`config.mk`:
```
export PLATFORM = sky130hd
export DESIGN_NAME = mmio_stream_port
export DESIGN_NICKNAME = d
export VERILOG_FILES = /design/src/rtl/mmio_stream_port.sv
export SDC_FILE = /design/constraint.sdc
export NUM_CORES = 1
export LEC_CHECK = 0
export CAP_MARGIN = 20
export CELL_PAD_IN_SITES_DETAIL_PLACEMENT = 1
export CELL_PAD_IN_SITES_GLOBAL_PLACEMENT = 2
export CORE_ASPECT_RATIO = 0.75
export CORE_MARGIN = 2
export CORE_UTILIZATION = 23
export DETAILED_ROUTE_END_ITERATION = 7
export HOLD_SLACK_MARGIN = 0.06
export PLACE_DENSITY = 0.58
export SETUP_SLACK_MARGIN = 0.2
export SYNTH_ARGS = -nofsm -noshare
export SYNTH_HDL_FRONTEND = slang
export SYNTH_SLANG_ARGS = --single-unit
```
`constraint.sdc`:
```
create_clock -name clk -period 5.22 [get_ports clk]
set_clock_uncertainty 0.2 [all_clocks]
set_input_delay 1.044 -clock clk [delete_from_list [all_inputs] [get_ports clk]]
set_output_delay 1.044 -clock clk [all_outputs]
set_load 0.01 [all_outputs]
```
`src/rtl/mmio_stream_port.sv`:
```
// mmio_stream_port: memory-mapped TX FIFO on the core's data bus.
// The core pushes words through a 16-byte register window. The words drain
// on a valid/ready stream, and the core reads back status and controls
// flush/overflow through the same window.
//
// Stream handshake: a word transfers on every rising edge where out_valid
// and out_ready are both high. out_valid never depends combinationally on
// out_ready, and out_data is held stable while out_valid & !out_ready.
module mmio_stream_port #(
  parameter logic [31:0] BASE_ADDR = 32'h0000_0400,
  parameter int          DEPTH     = 8
) (
  input  logic        clk,
  input  logic        reset,
  input  logic [31:0] addr,
  input  logic [31:0] wd,
  input  logic        we,
  output logic [31:0] rd_data,
  output logic        rd_sel,
  output logic        out_valid,
  output logic [31:0] out_data,
  input  logic        out_ready
);

  localparam int AW = $clog2(DEPTH);
  localparam int CW = AW + 1;
  localparam logic [CW-1:0] FULL_CNT = CW'(DEPTH);

  localparam logic [1:0] OFF_DATA   = 2'd0;
  localparam logic [1:0] OFF_STATUS = 2'd1;
  localparam logic [1:0] OFF_CTRL   = 2'd2;

  logic [31:0]   r_mem [DEPTH];
  logic [AW-1:0] r_wr_ptr;
  logic [AW-1:0] r_rd_ptr;
  logic [CW-1:0] r_count;
  logic          r_overflow;
  logic [31:0]   r_rd_data;
  logic          r_rd_sel;
  logic          r_out_valid;
  logic [31:0]   r_out_data;

  logic          w_hit;
  logic [1:0]    w_off;
  logic          w_empty;
  logic          w_full;
  logic          w_push_req;
  logic          w_push;
  logic          w_pop;
  logic          w_ctrl_wr;
  logic          w_flush;
  logic          w_clr_ovf;
  logic [AW-1:0] w_wr_ptr_nxt;
  logic [AW-1:0] w_rd_ptr_nxt;
  logic [CW-1:0] w_count_nxt;
  logic [31:0]   w_head_nxt;
  logic [31:0]   w_status;
  logic [31:0]   w_rd_val;
  logic          w_unused_addr;

  // Byte lane bits do not take part in decode.
  assign w_unused_addr = ^addr[1:0];

  assign w_hit      = (addr[31:4] == BASE_ADDR[31:4]);
  assign w_off      = addr[3:2];
  assign w_empty    = (r_count == '0);
  assign w_full     = (r_count == FULL_CNT);

  // Fullness is judged on pre-edge state: a push to a full FIFO is dropped
  // even when a pop happens on the same edge.
  assign w_push_req = we & w_hit & (w_off == OFF_DATA);
  assign w_push     = w_push_req & ~w_full;
  assign w_pop      = r_out_valid & out_ready;
  assign w_ctrl_wr  = we & w_hit & (w_off == OFF_CTRL);
  assign w_flush    = w_ctrl_wr & wd[1];
  assign w_clr_ovf  = w_ctrl_wr & wd[0];

  assign w_status = {16'd0, 8'(r_count), 5'd0, r_overflow, w_full, w_empty};

  // Next pointer/count; flush wins over any pop on the same edge.
  always_comb begin
    w_wr_ptr_nxt = r_wr_ptr;
    w_rd_ptr_nxt = r_rd_ptr;
    w_count_nxt  = r_count;
    if (w_flush) begin
      w_wr_ptr_nxt = '0;
      w_rd_ptr_nxt = '0;
      w_count_nxt  = '0;
    end else begin
      if (w_push) w_wr_ptr_nxt = r_wr_ptr + AW'(1);
      if (w_pop)  w_rd_ptr_nxt = r_rd_ptr + AW'(1);
      case ({w_push, w_pop})
        2'b10:   w_count_nxt = r_count + CW'(1);
        2'b01:   w_count_nxt = r_count - CW'(1);
        default: w_count_nxt = r_count;
      endcase
    end
  end

  // Next head word; bypass the write port when the new head is being written now.
  always_comb begin
    w_head_nxt = r_mem[w_rd_ptr_nxt];
    if (w_push && (r_wr_ptr == w_rd_ptr_nxt)) w_head_nxt = wd;
  end

  // Register read mux; only STATUS returns data, everything else reads 0.
  always_comb begin
    w_rd_val = '0;
    if (w_hit && (w_off == OFF_STATUS)) w_rd_val = w_status;
  end

  // FIFO storage; contents are not cleared by reset or flush.
  always_ff @(posedge clk) begin
    if (w_push) r_mem[r_wr_ptr] <= wd;
  end

  // Pointers, count, sticky overflow, read port and stream output registers.
  always_ff @(posedge clk or negedge reset) begin
    if (!reset) begin
      r_wr_ptr    <= '0;
      r_rd_ptr    <= '0;
      r_count     <= '0;
      r_overflow  <= 1'b0;
      r_rd_data   <= '0;
      r_rd_sel    <= 1'b0;
      r_out_valid <= 1'b0;
      r_out_data  <= '0;
    end else begin
      r_wr_ptr    <= w_wr_ptr_nxt;
      r_rd_ptr    <= w_rd_ptr_nxt;
      r_count     <= w_count_nxt;
      if (w_push_req && w_full) r_overflow <= 1'b1;
      else if (w_clr_ovf)       r_overflow <= 1'b0;
      r_rd_data   <= w_rd_val;
      r_rd_sel    <= w_hit;
      r_out_valid <= (w_count_nxt != '0);
      r_out_data  <= w_head_nxt;
    end
  end

  assign rd_data   = r_rd_data;
  assign rd_sel    = r_rd_sel;
  assign out_valid = r_out_valid;
  assign out_data  = r_out_data;

endmodule

```
Word-level counts from Yosys, hierarchy flattened

Memories as Yosys holds them, arrays and structs flattened. A register that Yosys moved wholly into a read port is not among the register bits.
Cells that the tools add are included.

Register bits after elaboration: 45
Bits in writable memories: 256
Bits of input ports: 68
Logic and storage cells: 45
Memories: 1

$add $sub $neg: 4
Equal/unequal tests: 6
Mux-type cells: 11
Bitwise gates (word level): 8
Reductions and logical operators: 8

Memories:

| name  | words | bits a word | rd ports | clocked after memory_dff | write ports | line | source |
|---|---|---|---|---|---|---|---|
| r_mem | 8     | 32          | 1        | 1                        | 1           | 33   | `logic [31:0] r_mem [DEPTH];` |

Operators by type and width:

| cell                                                                | count |
|---|---|
| 28-bit by 7-bit == test with 1-bit output (second input constant)   | 1 |
| 12-bit 2-to-1 mux                                                   | 1 |
| 3-bit 2-to-1 mux                                                    | 4 |
| 4-bit case mux with 2 select lines                                  | 1 |
| 1-bit bitwise AND                                                   | 7 |
| 3-bit by 1-bit adder with 3-bit output (second input constant)      | 2 |
| 4-bit by 1-bit adder with 4-bit output (second input constant)      | 1 |
| 2-bit by 1-bit == test with 1-bit output (second input constant)    | 2 |
| 2-bit == test (second input constant)                               | 2 |
| 4-bit == test (second input constant)                               | 1 |
| 4-bit logical NOT                                                   | 1 |
| 1-bit 2-to-1 mux                                                    | 4 |
| 4-bit 2-to-1 mux                                                    | 1 |
| 2-bit nonzero test                                                  | 2 |
| 4-bit nonzero test                                                  | 1 |
| 4-bit by 1-bit subtractor with 4-bit output (second input constant) | 1 |
| 1-bit logical AND                                                   | 2 |
| 2-bit logical NOT                                                   | 1 |
| 1-bit logical NOT                                                   | 1 |
| 1-bit inverter                                                      | 1 |

Longest topological paths before layout

Gate-level depths: netlist of run 1.

Word-level depth: 8
Depth in mapped cells: 14

Worst setup path before layout of run 1

No wires, ideal clock.

Path kind: in2reg
Start point: input addr[8]
End point: memory r_mem[0][0] (enable)
Arrival time: 4.654 ns
Required time: 4.559 ns
Slack: -0.095 ns
Stages: 6
Path buffers: 0
Cells stage by stage: nor4b_4 nand4_4 or2_1 nor4_1 nand2b_1 nor3_1

Cells in the longest elaborated chain, start to end: 6

Ends and longest elaborated chain:

| element                                   | line | source |
|---|---|---|
| start, declared                           | 15   | `input logic [31:0] addr,` |
| 28-bit by 7-bit == test with 1-bit output | 64   | `assign w_hit = (addr[31:4] == BASE_ADDR[31:4]);` |
| 1-bit bitwise AND (2 in a row)            | 71   | `assign w_push_req = we & w_hit & (w_off == OFF_DATA);` |
| 1-bit bitwise AND                         | 72   | `assign w_push = w_push_req & ~w_full;` |
| 1-bit 2-to-1 mux                          | 114  | `if (w_push) r_mem[r_wr_ptr] <= wd;` |
| 1-bit 2-to-1 mux (implied by the code)    | 114  |  |
| end, declared                             | 33   |  |

Every way passes these cells.

Worst setup path in the final report of run 1

Start point: input addr[22]
End point: register r_out_valid, in the netlist out_valid

Cells in the longest elaborated chain, start to end: 8
Elaborated cells on any way between the ends: 11
Classes of those cells: eq/ne: 3; mux: 2; bitwise: 5; reduce/logical: 1

Ends and longest elaborated chain:

| element                                                                          | line   | source |
|---|---|---|
| 28-bit by 7-bit == test with 1-bit output *                                      | 64     |  |
| 1-bit bitwise AND *                                                              | 71, 74 |  |
| 1-bit bitwise AND                                                                | 71     |  |
| 1-bit bitwise AND                                                                | 72     |  |
| 2-bit by 1-bit == test with 1-bit output / 2-bit == test (equally long branches) | 92     | `case ({w_push, w_pop})` |
| 4-bit case mux with 2 select lines                                               | 92     |  |
| 4-bit 2-to-1 mux *                                                               | 85     | `if (w_flush) begin` |
| 4-bit nonzero test *                                                             | 136    | `r_out_valid <= (w_count_nxt != '0);` |
| end signal, assigned                                                             | 136    |  |
| end, declared                                                                    | 40     | `logic r_out_valid;` |

Mark *: on every way between the ends. The rest lies on a longest branch, timed or not.
A chain may end at the register's enable or synchronous reset.

==> results.sh, run 1 <==
export IMPL_root_buffer="sky130_fd_sc_hd__clkbuf_16"
export IMPL_io_count=134
export IMPL_synth_top_cell_by_area="sky130_fd_sc_hd__edfxtp_1"
export IMPL_min_to="r_overflow"
export IMPL_post_cts_resize_count=0
export IMPL_drc_violations_left=0
export IMPL_synth_area_top_cells="sky130_fd_sc_hd__edfxtp_1, sky130_fd_sc_hd__dfrtp_1, sky130_fd_sc_hd__o21ai_0"
export IMPL_cp_num_buf_inv=3
export IMPL_hold_slack_ns=0.330
export IMPL_hold_path_class="register to register"
export IMPL_cts_reportedPaths_clkPinSlew_ns=0.06
export IMPL_holdBufCountCts=0
export IMPL_drt_first_iter_violations=444
export IMPL_timing_final_crit_share=0.788
export IMPL_syn_instance_count=900
export IMPL_fillCellCount=5983
export IMPL_crit_reg2reg_capture="out_data[11]"
export IMPL_total_chip_power_uw=8480
export IMPL_first_global_vias=8239
export IMPL_timing_max_slew_rel_slack=0.491
export IMPL_synth_seq_cells=308
export IMPL_area_growth_syn_to_layout_pct=23.2
export IMPL_post_dp_hpwl_um=20300
export IMPL_die_area_mm2=0.0581
export IMPL_yosys_area_top_type_share=0.595
export IMPL_synth_area_per_cell_um2=14.3
export IMPL_post_route_cells_drive_above_1_share=0.160
export IMPL_die_w_um=278
export IMPL_critPathMaxFanout=6
export IMPL_worst_r2r_path_depth=6
export IMPL_post_route_util=0.285
export IMPL_die_y_um=209
export IMPL_io_buffer_count=106
export IMPL_antenna_cells=0
export IMPL_place_gp_congestion=0.696
export IMPL_gr_total_overflow=0
export IMPL_m1WireLength_um=17400
export IMPL_largest_net_degree_at_the_start_of_global_routing=75
export IMPL_pre_cts_slack_ns=0.548
export IMPL_core_area_mm2=0.0557
export IMPL_global_route_total_usage_across_every_layer=0.122
export IMPL_dr_max_layer_used="met5"
export IMPL_design_final_nets=1073
export IMPL_layout_setup_ws_ns=1.11
export IMPL_rows=75
export IMPL_ys_async_sr_fraction=0.169
export IMPL_r2r_start="out_valid"
export IMPL_leakage_uw=0.00542
export IMPL_wire_length_of_the_first_global_routing_pass_um=54000
export IMPL_min_from="r_overflow"
export IMPL_yosysSeqAreaShare=0.696
export IMPL_drt_pre_antenna_iters=5
export IMPL_max_freq_mhz=243
export IMPL_worst_pin_slew_ns=0.764
export IMPL_timing_hold_violations_final=0
export IMPL_critical_path_slowest_cell="sky130_fd_sc_hd__nor4_1"
export IMPL_maxSlewViolCount=0
export IMPL_timing_critical_path_from_type="primary input"
export IMPL_routed_via_density=4.47
export IMPL_critical_path_top_delay_family="simple AND/OR/NAND/NOR gates"
export IMPL_buffers_inserted_by_post_cts_timing_repair=0
export IMPL_synthTopCellsByCount="sky130_fd_sc_hd__edfxtp_1, sky130_fd_sc_hd__o21ai_0, sky130_fd_sc_hd__clkbuf_1"
export IMPL_required_ns=5.41
export IMPL_finalSetupViolCount=0
export IMPL_synth_edff_count=256
export IMPL_detailroute_via_count=7856
export IMPL_clock_sinks=308
export IMPL_synth_distinct_cells=55
export IMPL_grt_antenna_before_repair=2
export IMPL_crit_path_start="addr[22]"
export IMPL_synth_warning_count=0
export IMPL_starting_density_of_the_core=0.232
export IMPL_critical_path_class="primary input to register"
export IMPL_status="finished clean"
export IMPL_worst_setup_path_end_kind="register"
export IMPL_met3WireLength_um=1600
export IMPL_count_of_maximum_capacitance_violations=0
export IMPL_post_route_min_period_ns=4.11
export IMPL_met2_length_um=15900
export IMPL_detail_route_wirelength_um=35400
export IMPL_ys_dominant_reg_cell="sky130_fd_sc_hd__edfxtp_1"
export IMPL_yosys_cell_count_top_type="sky130_fd_sc_hd__edfxtp_1"
export IMPL_cts_max_level=2
export IMPL_cts_buffer_count=35
export IMPL_cp_slowest_stage_delay_ns=0.46
export IMPL_holdPathStages=1
export IMPL_ff2ff_setup_slack_ns=2.08
export IMPL_clk_path_buf_depth=3
export IMPL_avgRoutedWirePerCell_um=20.2
export IMPL_timing_critical_path_arrival_ns=4.30
export IMPL_vdd_drop_max_uv=316
export IMPL_timing_critical_path_cells="clkdlybuf4s50_1 -> nor4_1 -> nand3_1 -> or2_1 -> nor4_1 -> buf_4 -> inv_1 -> ha_1 -> xor2_1 -> ha_1 -> a21oi_1 -> xor2_1 -> nor2_1 -> xnor2_1 -> a31oi_1"
export IMPL_totalNegativeSetupSlack_ns=0
export IMPL_power_density_mw_per_mm2=533
export IMPL_rsz_0062_raised_after_global_routing="no"
export IMPL_syn_cell_area_mm2=0.0129
export IMPL_drt_antenna_violating_nets=0
export IMPL_worst_skew_pair_late_latency_ns=0.52
export IMPL_cts_tree="built"
-- where the power goes --
group	total [µW]	switching (µW)	internal, µW
Combinational	3200	1800	1390
Clock	2330	979	1350
Sequential	2950	105	2840
-- area by class of cell --
class	count	area [µm²]	share of cell area
clock inverter	11	87.6	0.00551
multi-input combinational	489	3510	0.221
sequential	308	8990	0.565
clock buffer	51	976	0.0614
tap	731	915	0.0575
timing repair buffer	131	1290	0.0813
inverter	35	131	0.00826
-- stage by stage --
stage	area, µm²	instances
2_1_floorplan	13000	924
3_3_place_gp	14800	1694
3_5_place_dp	14800	1694
4_1_cts	15900	1756
5_1_grt	15900	1756
6_report	15900	1756
-- layout by cell type (no fill, tap or decap), types with 3 or more instances in the layout --
| cell | count |
|---|---|
| sky130_fd_sc_hd__clkbuf_1 | 12 |
| sky130_fd_sc_hd__nor2_4 | 6 |
| sky130_fd_sc_hd__buf_4 | 21 |
| sky130_fd_sc_hd__edfxtp_1 | 256 |
| sky130_fd_sc_hd__inv_1 | 35 |
| sky130_fd_sc_hd__and2_1 | 7 |
| sky130_fd_sc_hd__clkbuf_8 | 4 |
| sky130_fd_sc_hd__nor4_1 | 5 |
| sky130_fd_sc_hd__nand2_1 | 10 |
| sky130_fd_sc_hd__dfrtp_1 | 52 |
| sky130_fd_sc_hd__nor2_1 | 14 |
| sky130_fd_sc_hd__clkbuf_16 | 35 |
| sky130_fd_sc_hd__clkdlybuf4s50_1 | 105 |
| sky130_fd_sc_hd__mux2_4 | 31 |
| sky130_fd_sc_hd__clkinv_2 | 5 |
| sky130_fd_sc_hd__nand3_1 | 34 |
| sky130_fd_sc_hd__mux2_2 | 34 |
| sky130_fd_sc_hd__nand2b_1 | 4 |
| sky130_fd_sc_hd__a221oi_1 | 32 |
| sky130_fd_sc_hd__ha_1 | 5 |
| sky130_fd_sc_hd__o21ai_0 | 160 |
| sky130_fd_sc_hd__buf_12 | 4 |
| sky130_fd_sc_hd__xor2_1 | 6 |
| sky130_fd_sc_hd__a22oi_1 | 33 |
| sky130_fd_sc_hd__conb_1 | 25 |
| sky130_fd_sc_hd__nor4_4 | 3 |
| sky130_fd_sc_hd__a21oi_1 | 37 |
-- worst max-delay path by stage --
stage | cells past startpoint | slack (ns) | end
2_1_floorplan | 6 | 0.76 | r_mem[4][0]
3_3_place_gp | 15 | 0.59 | out_valid
3_5_place_dp | 15 | 0.55 | out_valid
4_1_cts | 15 | 1.07 | out_valid
5_1_grt | 15 | 0.80 | out_valid
6_report | 15 | 1.11 | out_valid
-- per-layer routing --
layer	global-route usage	vias up
met5	0	-
met4	0.0272	2
met1	0.174	4077
li1	-	3587
met2	0.191	148
met3	0.0266	42
-- kinds of logic (layout without fill, tap and decap cells) --
logic type / Yosys count / count (layout) / synth area share
buffers and inverters: 127 / 228 / 0.0470
adder cells (fa/ha/maj): 5 / 5 / 0.00485
AO/OA/AOI/OAI: 278 / 278 / 0.129
XOR/XNOR: 9 / 9 / 0.00611
multiplexers: 67 / 67 / 0.0673
other: 1 / 25 / 0.000290
flip-flops: 308 / 308 / 0.696
AND/OR/NAND/NOR: 105 / 105 / 0.0496
-- flip-flops by register name, summed over array words and instances, names as in the netlist --
register    cells
r_wr_ptr        3
r_mem         256
r_rd_ptr        3
r_overflow      1
r_count         4
out_valid       1
rd_sel          1
rd_data         7
out_data       32
(Power assumes the default switching activity.)
==> run 2, diff against run 1 <==
--- a/config.mk
+++ b/config.mk
@@ -13,7 +13,7 @@
 export CORE_UTILIZATION = 23
 export DETAILED_ROUTE_END_ITERATION = 7
 export HOLD_SLACK_MARGIN = 0.06
-export PLACE_DENSITY = 0.58
+export PLACE_DENSITY = 0.6
 export SETUP_SLACK_MARGIN = 0.2
 export SYNTH_ARGS = -nofsm -noshare
 export SYNTH_HDL_FRONTEND = slang
==> constraint.sdc (replaced) <==
create_clock -name clk -period 3.43 [get_ports clk]
set_clock_uncertainty 0.2 [all_clocks]
set_input_delay 0.686 -clock clk [delete_from_list [all_inputs] [get_ports clk]]
set_output_delay 0.686 -clock clk [all_outputs]
set_load 0.01 [all_outputs]
==> run 2 against run 1 <==
Setup slack got worse by 0.71 ns; wire length up 5.3%; critical path depth fell by 1; clock power up 51%; global-route usage rose by 0.53 points; core utilization rose by 1.5 points; sequential share of layout area fell by 2.9 points; count of clock-buffer cells in the layout is 9 lower; largest power group unchanged; first-iteration DRC count rose by 36%; flip-flop and latch count is the same; cell area up 5.3%; power rose by 58%.
==> results.sh, run 2 (synthesis results as in run 1) <==
export IMPL_detail_route_wirelength_um=37300
export IMPL_final_cell_count_no_fill=1812
export IMPL_timing_hold_violations_final=0
export IMPL_holdBufCountCts=0
export IMPL_routed_via_density=4.50
export IMPL_largest_net_degree_at_the_start_of_global_routing=53
export IMPL_critical_path_class="primary input to register"
export IMPL_drt_pre_antenna_iters=5
export IMPL_most_common_layout_cells="sky130_fd_sc_hd__edfxtp_1, sky130_fd_sc_hd__o21ai_0, sky130_fd_sc_hd__clkdlybuf4s50_1"
export IMPL_power_clock_fraction=0.262
export IMPL_global_route_total_usage_across_every_layer=0.128
export IMPL_starting_density_of_the_core=0.232
export IMPL_hold_path_class="primary input to asynchronous set/reset pin"
export IMPL_required_ns=3.62
export IMPL_vdd_drop_max_uv=341
export IMPL_dp_cells=1747
export IMPL_power_share_switching=0.343
export IMPL_power_density_mw_per_mm2=802
export IMPL_clock_sinks=308
export IMPL_area_growth_syn_to_layout_pct=29.8
export IMPL_clk_path_buf_depth=3
export IMPL_cts_buffer_count=34
export IMPL_largest_register_ff_count=256
export IMPL_worst_skew_pair_late_latency_ns=0.54
export IMPL_critPathMaxFanout=5
export IMPL_avgRoutedWirePerCell_um=20.6
export IMPL_post_route_cells_drive_above_1_share=0.213
export IMPL_timing_final_crit_share=0.884
export IMPL_worst_pin_slew_ns=0.822
export IMPL_timing_critical_path_from_type="primary input"
export IMPL_place_gp_congestion=0.705
export IMPL_root_buffer="sky130_fd_sc_hd__clkbuf_16"
export IMPL_finalSetupViolCount=0
export IMPL_count_of_maximum_capacitance_violations=0
export IMPL_hold_slack_ns=0.143
export IMPL_design_final_nets=1129
export IMPL_final_design_area_no_fill_mm2=0.0168
export IMPL_status="finished clean"
export IMPL_die_w_um=278
export IMPL_cts_tree="built"
export IMPL_p_switching_uw=4600
export IMPL_wire_length_of_the_first_global_routing_pass_um=56000
export IMPL_rows=75
export IMPL_max_freq_mhz=330
export IMPL_io_buffer_count=106
export IMPL_post_route_min_period_ns=3.03
export IMPL_leakage_uw=0.00600
export IMPL_layout_commonest_cell="sky130_fd_sc_hd__edfxtp_1"
export IMPL_top_register="r_mem"
export IMPL_timing_max_slew_rel_slack=0.452
export IMPL_post_dp_hpwl_um=23400
export IMPL_detailroute_via_count=8161
export IMPL_total_chip_power_uw=13400
export IMPL_core_area_mm2=0.0557
export IMPL_cts_max_level=2
export IMPL_drt_first_iter_violations=603
export IMPL_cts_reportedPaths_clkPinSlew_ns=0.07
export IMPL_timing_critical_path_arrival_ns=3.22
export IMPL_internal_power_uw=8830
export IMPL_maxSlewViolCount=0
export IMPL_grt_antenna_before_repair=1
export IMPL_gr_total_overflow=0
export IMPL_drc_violations_left=0
export IMPL_totalNegativeSetupSlack_ns=0
export IMPL_power_frac_seq=0.334
export IMPL_io_count=134
export IMPL_die_y_um=209
export IMPL_antenna_cells=0
export IMPL_rsz_0062_raised_after_global_routing="no"
export IMPL_first_global_vias=8643
export IMPL_die_area_mm2=0.0581
export IMPL_worst_setup_path_end_kind="register"
export IMPL_drt_antenna_violating_nets=0
export IMPL_power_share_combinational=0.404
export IMPL_placedInstanceArea_mm2=0.0156
[run 2: changes by cell type in the layout (fill, tap and decap cells not counted), sizes merged]
cell / change
bufinv: +1
dlymetal6s2s: +23
clkbuf: -9
clkdlybuf4s50: -23
clkinv: +6
buf: +57
clkinvlp: +1
[run 2: cell type report]
type                       count  area (µm²)
sequential                   308        8990
clock buffer                  42         891
timing repair buffer         188        2070
tap                          731         915
fill                        5925       39000
inverter                      35         131
multi-input combinational    489        3600
clock inverter                19         160
[run 2: power groups by stage]
stage | Clock (µW) | Combinational [µW] | Sequential [µW]
global route | 3760 | 5960 | 4510
CTS | 3650 | 5520 | 4490
floorplan | 0 | 3040 | 4590
global placement | 0 | 5410 | 4560
finish | 3520 | 5430 | 4480
detailed placement | 0 | 5480 | 4560
[run 2: timing repair]
action	in CTS	in global routing
buffers inserted	0	4
gates cloned	0	0
setup endpoints to repair	2	2
pin swaps	3	16
resized for setup	5	28
[run 2: routing by layer]
layer / routed length (µm) / share of wire / global-route usage / vias to the layer above
li1: - / - / - / 3705
met3: 1560 / 0.042 / 0.0234 / 29
met4: 389 / 0.010 / 0.0233 / 0
met5: 0 / 0 / 0 / -
met1: 18700 / 0.50 / 0.188 / 4256
met2: 16700 / 0.45 / 0.197 / 171
[run 2: critical path, cell delays in order]
cell and delay [ns]:
sky130_fd_sc_hd__clkdlybuf4s50_1 0.44, sky130_fd_sc_hd__nor4_4 0.22, sky130_fd_sc_hd__nand3_4 0.11, sky130_fd_sc_hd__or2_4 0.28
sky130_fd_sc_hd__nor4_4 0.25, sky130_fd_sc_hd__inv_2 0.09, sky130_fd_sc_hd__ha_4 0.19, sky130_fd_sc_hd__xor2_1 0.14
sky130_fd_sc_hd__ha_2 0.18, sky130_fd_sc_hd__a21oi_2 0.11, sky130_fd_sc_hd__xor2_1 0.14, sky130_fd_sc_hd__nor2_1 0.07
sky130_fd_sc_hd__xnor2_1 0.20, sky130_fd_sc_hd__a31oi_1 0.12
[run 2: final timing paths]
kind,slack [ns],cells past startpoint,from,to
worst min-delay path,0.14,2,reset,r_wr_ptr[0]
worst max-delay path,0.40,14,addr[29],out_valid
worst min register to register,0.33,1,r_overflow,r_overflow
worst max register to register,0.52,8,r_rd_ptr[1],out_data[20]
min in group clk,0.33,1,r_overflow,r_overflow
max in group asynchronous,2.35,2,reset,out_data[8]
[run 2: through the flow]
stage                      util  setup WS [ns]
after global routing      0.301          0.203
after floorplan               -        -0.0261
after CTS                 0.298          0.259
final                     0.301          0.398
after global placement    0.279         -0.412
after detailed placement  0.279         -0.465
